File: src/rtl/snn_pkg.sv
// snn_pkg: shared state encoding, winner codes and counter width for the SNN output path
package snn_pkg;
  localparam int CNT_W_DEF = 8;
  typedef enum logic [1:0] {ST_IDLE = 2'd0, ST_COUNT = 2'd1, ST_REPORT = 2'd2} state_t;
  localparam logic [1:0] WIN_NONE = 2'b00;
  localparam logic [1:0] WIN_N0   = 2'b01;
  localparam logic [1:0] WIN_N1   = 2'b10;
  localparam logic [1:0] WIN_TIE  = 2'b11;
endpackage

File: src/rtl/sat_counter.sv
// sat_counter: clear/increment counter saturating at all-ones; o_next is the value it takes at the next edge
module sat_counter #(
  parameter int W = 8
) (
  input  logic         i_clk,
  input  logic         i_rst_n,
  input  logic         i_clr,
  input  logic         i_inc,
  output logic [W-1:0] o_next
);
  logic [W-1:0] r_q;
  assign o_next = (i_inc && r_q != '1) ? r_q + W'(1) : r_q;
  always_ff @(posedge i_clk or negedge i_rst_n)
    if (!i_rst_n) r_q <= '0;
    else r_q <= i_clr ? '0 : o_next;
endmodule

File: src/rtl/spike_rate_decoder.sv
// spike_rate_decoder: counts output spikes over a window of time steps and reports a rate-decoded winner
module spike_rate_decoder
  import snn_pkg::*;
#(
  parameter int N_OUT = 2,
  parameter int CNT_W = CNT_W_DEF
) (
  input  logic             system_clock,
  input  logic             reset,
  input  logic             enable,
  input  logic             time_step,
  input  logic [N_OUT-1:0] output_spikes,
  input  logic [CNT_W-1:0] window_len,
  input  logic             result_ack,
  output logic [CNT_W-1:0] spike_count0,
  output logic [CNT_W-1:0] spike_count1,
  output logic [1:0]       winner,
  output logic             result_valid,
  output logic             busy
);
  state_t           r_state;
  logic             r_step_prev;
  logic [CNT_W:0]   r_steps;
  logic [CNT_W:0]   r_win;
  logic             w_step_edge;
  logic             w_inc_en;
  logic             w_start;
  logic             w_final;
  logic [CNT_W:0]   w_win_len;
  logic [CNT_W:0]   w_steps_inc;
  logic [CNT_W-1:0] w_n0;
  logic [CNT_W-1:0] w_n1;
  logic [1:0]       w_win_code;
  assign w_step_edge = time_step & ~r_step_prev;
  assign w_inc_en    = (r_state == ST_COUNT) && enable && w_step_edge;
  assign w_start     = enable && (r_state == ST_IDLE || (r_state == ST_REPORT && result_ack));
  assign w_win_len   = (window_len == '0) ? {1'b1, {CNT_W{1'b0}}} : {1'b0, window_len};
  assign w_steps_inc = r_steps + (CNT_W + 1)'(1);
  assign w_final     = w_inc_en && (w_steps_inc == r_win);
  assign w_win_code  = (w_n0 > w_n1) ? WIN_N0 : (w_n1 > w_n0) ? WIN_N1 : (w_n0 != '0) ? WIN_TIE : WIN_NONE;
  assign busy        = (r_state == ST_COUNT);
  // next-values include the final step's sample, so the copy below needs no extra cycle
  sat_counter #(.W(CNT_W)) u_cnt0 (
    .i_clk(system_clock), .i_rst_n(reset), .i_clr(w_start), .i_inc(w_inc_en & output_spikes[0]), .o_next(w_n0)
  );
  sat_counter #(.W(CNT_W)) u_cnt1 (
    .i_clk(system_clock), .i_rst_n(reset), .i_clr(w_start), .i_inc(w_inc_en & output_spikes[1]), .o_next(w_n1)
  );
  always_ff @(posedge system_clock or negedge reset)
    if (!reset) begin
      r_state      <= ST_IDLE;
      r_step_prev  <= 1'b0;
      r_steps      <= '0;
      r_win        <= '0;
      spike_count0 <= '0;
      spike_count1 <= '0;
      winner       <= WIN_NONE;
      result_valid <= 1'b0;
    end else begin
      r_step_prev <= time_step;
      case (r_state)
        ST_IDLE:
          if (enable) begin
            r_win   <= w_win_len;
            r_steps <= '0;
            r_state <= ST_COUNT;
          end
        ST_COUNT:
          if (!enable) r_state <= ST_IDLE;
          else if (w_step_edge) begin
            r_steps <= w_steps_inc;
            if (w_final) begin
              spike_count0 <= w_n0;
              spike_count1 <= w_n1;
              winner       <= w_win_code;
              result_valid <= 1'b1;
              r_state      <= ST_REPORT;
            end
          end
        ST_REPORT:
          if (result_ack) begin
            result_valid <= 1'b0;
            r_win        <= w_win_len;
            r_steps      <= '0;
            r_state      <= enable ? ST_COUNT : ST_IDLE;
          end
        default: r_state <= ST_IDLE;
      endcase
    end
endmodule

File: config.mk
export PLATFORM = sky130hd
export DESIGN_NAME = spike_rate_decoder
export DESIGN_NICKNAME = d
export VERILOG_FILES = /design/src/rtl/snn_pkg.sv /design/src/rtl/sat_counter.sv /design/src/rtl/spike_rate_decoder.sv
export SDC_FILE = /design/constraint.sdc
export NUM_CORES = 1
export LEC_CHECK = 0
export BUFFER_PORTS_ARGS = -buffer_cell sky130_fd_sc_hd__buf_2
export CAP_MARGIN = 5
export CORE_MARGIN = 8
export CORE_UTILIZATION = 50
export CTS_CLUSTER_SIZE = 12
export DETAILED_ROUTE_END_ITERATION = 12
export GPL_TIMING_DRIVEN = 0
export PLACE_DENSITY_LB_ADDON = 0.08
export SLEW_MARGIN = 15
export SYNTH_ARGS = -nofsm -noshare
export SYNTH_HDL_FRONTEND = slang
export SYNTH_SLANG_ARGS = --single-unit
export TNS_END_PERCENT = 20
File: constraint.sdc
create_clock -name system_clock -period 4.66 [get_ports system_clock]
set_clock_uncertainty 0.1 [all_clocks]
set_input_delay 0.466 -clock system_clock [delete_from_list [all_inputs] [get_ports system_clock]]
set_output_delay 0.466 -clock system_clock [all_outputs]
set_load 0.05 [all_outputs]
==> results.toml <==
[critical_path]
slowest_stage = "dfrtp_1"
r2r_setup_slack_ns = 1.31
path_buf_inv = 0
end_kind = "flop"
arrival_ns = 3.46
crit_chain = "nand3b_1 -> nor2_1 -> and3_1 -> nand4_1 -> nor3_1 -> xor2_1 -> ha_1 -> nand4_1 -> nor3_1 -> o21ai_0 -> a31oi_2 -> a21oi_1"
reg2reg_from = "r_state[1]$_DFFE_PN0P_"
worstSetupStartpointType = "flop"
cp_max_fo = 6
max_stage_delay_ns = 0.45
worst_r2r_endpoint = "winner[0]$_DFFE_PN0P_"
cp.required_ns = 4.76
crit_family = "simple AND/OR/NAND/NOR gates"
reg2reg_depth = 12
critPathKind = "flop to flop"

[logic_synthesis]
mappedNetlistArea_um2 = 3068
synth.avg_cell_area_um2 = 9.648
synth_fp_nets = 343
yosys-top-cells-area = "dfrtp_1 46%, ha_1 4.1%, nand2_1 3.8%"
seq_area_frac_synth_pct = 45.68
synth_top_cell_by_area = "dfrtp_1"
synth-seq-cells = 56
synth.top_cell.area_share_pct = 45.68
synth.distinct_cells = 48
synth_cells = 318
async_flop_share_pct = 100.0
ys.flop_type = "dfrtp_1"
synth-edff-count = 0
yosys_warnings = 0

[sta]
setup_viol = 0
rsz0062_at_grt = "no"
hold_viol = 0
fin_crit_sh_pct = 71.98
setup_tns_ns = 0
worst_slew_pin_slew_ns = 0.7054
period_needed_ns = 3.354
slew_viol_final = 0
relSlewSlack_pct = 52.97
fmax_mhz = 298.1

[routing]
vias_per_cell = 5.591
drt_wl_total_um = 6907
wl_met1_um = 3645
met2WireLength_um = 2835
highest_layer = "met4"
dr_wl_met3_um = 327
drtPass1Iterations = 5
via_count = 2432
drc = 0
routedWlPerCell_um = 15.88
antenna_left = 0
drt_iter0_markers = 109

[global_routing]
grt_overflow_total = 0
track_usage_pct = 16.14
grt_max_degree = 57
grt_first_pass_wirelength_um = 11520
grt_pass1_vias = 2369
antenna_found_initial = 0

[pwr]
p_clk_share_pct = 30.7
p_comb_share_pct = 12.0
pwr_density_cell_nw_per_um2 = 265.8
seqPwrFrac_pct = 57.3
vdd_drop_max_v = 0.0001259
p_leak_uw = 0.001624
switchingPower_uw = 239.8
p_int_uw = 670.4
swShare_pct = 26.34

[floorplan]
rows = 28
core-area_um2 = 5921
die_w_um = 94.33
boundaryPins = 35
initial_utilization_pct = 51.82
die_h_um = 94.33
dieArea_um2 = 8898

[clock_tree]
cts_made_buffers = 5
cts_hold_buf = 0
cts_tree = "done"
worstSkewPairLatency_ns = 0.31
cts.path.max_buffers = 2
cts_sinks = 56
clk_pin_slew_ns = 0.10
htree_levels = 2
cts.repair.resized = 0
root_buffer = "clkbuf_8"
post-cts-setup-buffers = 0

[finish]
drive_above_1_share_pct = 17.22
final_nets = 384
num_antenna_cells = 0
fin_cells = 435
syn2layout_area_growth_pct = 11.62

[placed_design]
dp_cells = 427
dp_hpwl_um = 5078
gp_congestion = 0.8432
portBuffers = 34

[job]
cap_violations = 0

[worst_hold_path]
hp-class = "primary input to async pin"

[status]
status = "finished, final reports clean"
==> final cells by class <==
class / count / area (um2)
Buffer: 16 / 72.57
Clock buffer: 8 / 90.09
Fill cell: 533 / 2496
Inverter: 9 / 33.78
Multi-Input combinational cell: 237 / 1560
Sequential cell: 56 / 1401
Tap cell: 75 / 93.84
Timing Repair Buffer: 34 / 172.7
==> cells by family after synthesis <==
family | count (synthesis) | share of synthesized area, %
AO/OA/AOI/OAI | 66 | 13.62
adder cells (fa/ha/maj) | 10 | 4.078
AND/OR/NAND/NOR | 120 | 19.53
XOR/XNOR | 23 | 6.566
multiplexers | 18 | 7.056
buffers and inverters | 25 | 3.466
flip-flops | 56 | 45.68
==> per-stage QoR <==
step | hold slack [ns] | worst slack, ns | cell area (um2) | power [uW] | utilization [%]
detailed placement | 0.3708 | 1.267 | 3334 | 641.3 | 56.32
finish | 0.09883 | 1.306 | 3425 | 910.2 | 57.84
global placement | 0.3667 | 1.277 | 3332 | 638.3 | 56.28
floorplan | 0.07041 | 1.862 | 3068 | 600.9 | -
CTS | 0.1305 | 1.350 | 3425 | 918.1 | 57.84
global route | 0.1664 | 1.015 | 3425 | 950.0 | 57.84
==> state kept, by name (all words and copies together) (netlist names) <==
| signal | flops |
|---|---|
| r_state | 2 |
| spike_count0 | 8 |
| r_steps | 9 |
| r_win | 9 |
| result_valid | 1 |
| winner | 2 |
| u_cnt0.r_q | 8 |
| r_step_prev | 1 |
| spike_count1 | 8 |
| u_cnt1.r_q | 8 |
==> worst max path at each step <==
stage,start,to,slack (ns),cells after the start
floorplan,u_cnt1.r_q[0]$_DFF_PN0_,winner[1]$_DFFE_PN0P_,1.86,15
global placement,enable,winner[1]$_DFFE_PN0P_,1.28,15
detailed placement,enable,winner[1]$_DFFE_PN0P_,1.27,15
CTS,r_state[1]$_DFFE_PN0P_,winner[1]$_DFFE_PN0P_,1.35,14
global route,r_state[1]$_DFFE_PN0P_,winner[0]$_DFFE_PN0P_,1.01,12
finish,r_state[1]$_DFFE_PN0P_,winner[0]$_DFFE_PN0P_,1.31,12
==> layer usage <==
metal | GRT usage (%) | vias to the layer above
li1 | - | 1216
met1 | 23.69 | 1160
met2 | 23.23 | 49
met3 | 2.778 | 7
met4 | 5.548 | 0
met5 | 0 | -
==> power by group through the flow <==
stage               combinational (uW)  sequential (uW)  clock, uW
floorplan                         73.2              528          0
global placement                   108              530          0
detailed placement                 110              531          0
CTS                                111              521        286
global route                       123              524        303
finish                             109              521        280
==> cells in the mapped netlist, types with 2 or more instances <==
cell and n:
nor3_1 7, nand2_1 31, a31oi_1 6, a21oi_1 12, buf_2 4, nor2_1 31, nand4_1 9, nand3b_1 2
mux2i_1 4, nor2b_1 5, mux2_2 9, and2_1 2, mux2_4 5, o31ai_1 2, nor3b_1 3, and4_1 2
nand3_1 11, clkbuf_1 10, o2111ai_1 4, ha_1 10, a21boi_0 2, o21ai_0 14, a211o_1 2, xor2_1 10
xnor2_1 13, dfrtp_1 56, nor4_1 3, o211ai_1 3, o21ai_1 12, nand2b_1 5, and3_1 4, inv_1 9
==> layout by cell type, fill, tap and decap left out, types with 3 or more instances in the layout <==
master and n:
nor4_1 3, buf_2 37, a21oi_1 12, nand4_1 9, dfrtp_1 56, nor3b_1 3
nand2b_1 5, o21ai_1 12, a31oi_1 6, nand3_1 11, xor2_1 10, mux2_4 5
o2111ai_1 4, inv_1 9, mux2_2 9, nor2b_1 5, and3_1 4, mux2i_1 4
clkbuf_1 12, xnor2_1 13, o21ai_0 14, clkbuf_8 6, nor3_1 7, ha_1 10
nand2_1 31, nor2_1 31, o211ai_1 3
==> worst register-to-register path: stages, from the launching register on <==
cell and delay [ns]:
dfrtp_1 0.45, nand3b_1 0.26, nor2_1 0.26, and3_1 0.28, nand4_1 0.19, nor3_1 0.22
xor2_1 0.36, ha_1 0.22, nand4_1 0.15, nor3_1 0.30, o21ai_0 0.17, a31oi_2 0.23
a21oi_1 0.09
Note: power is estimated with default switching activity, not from simulation.
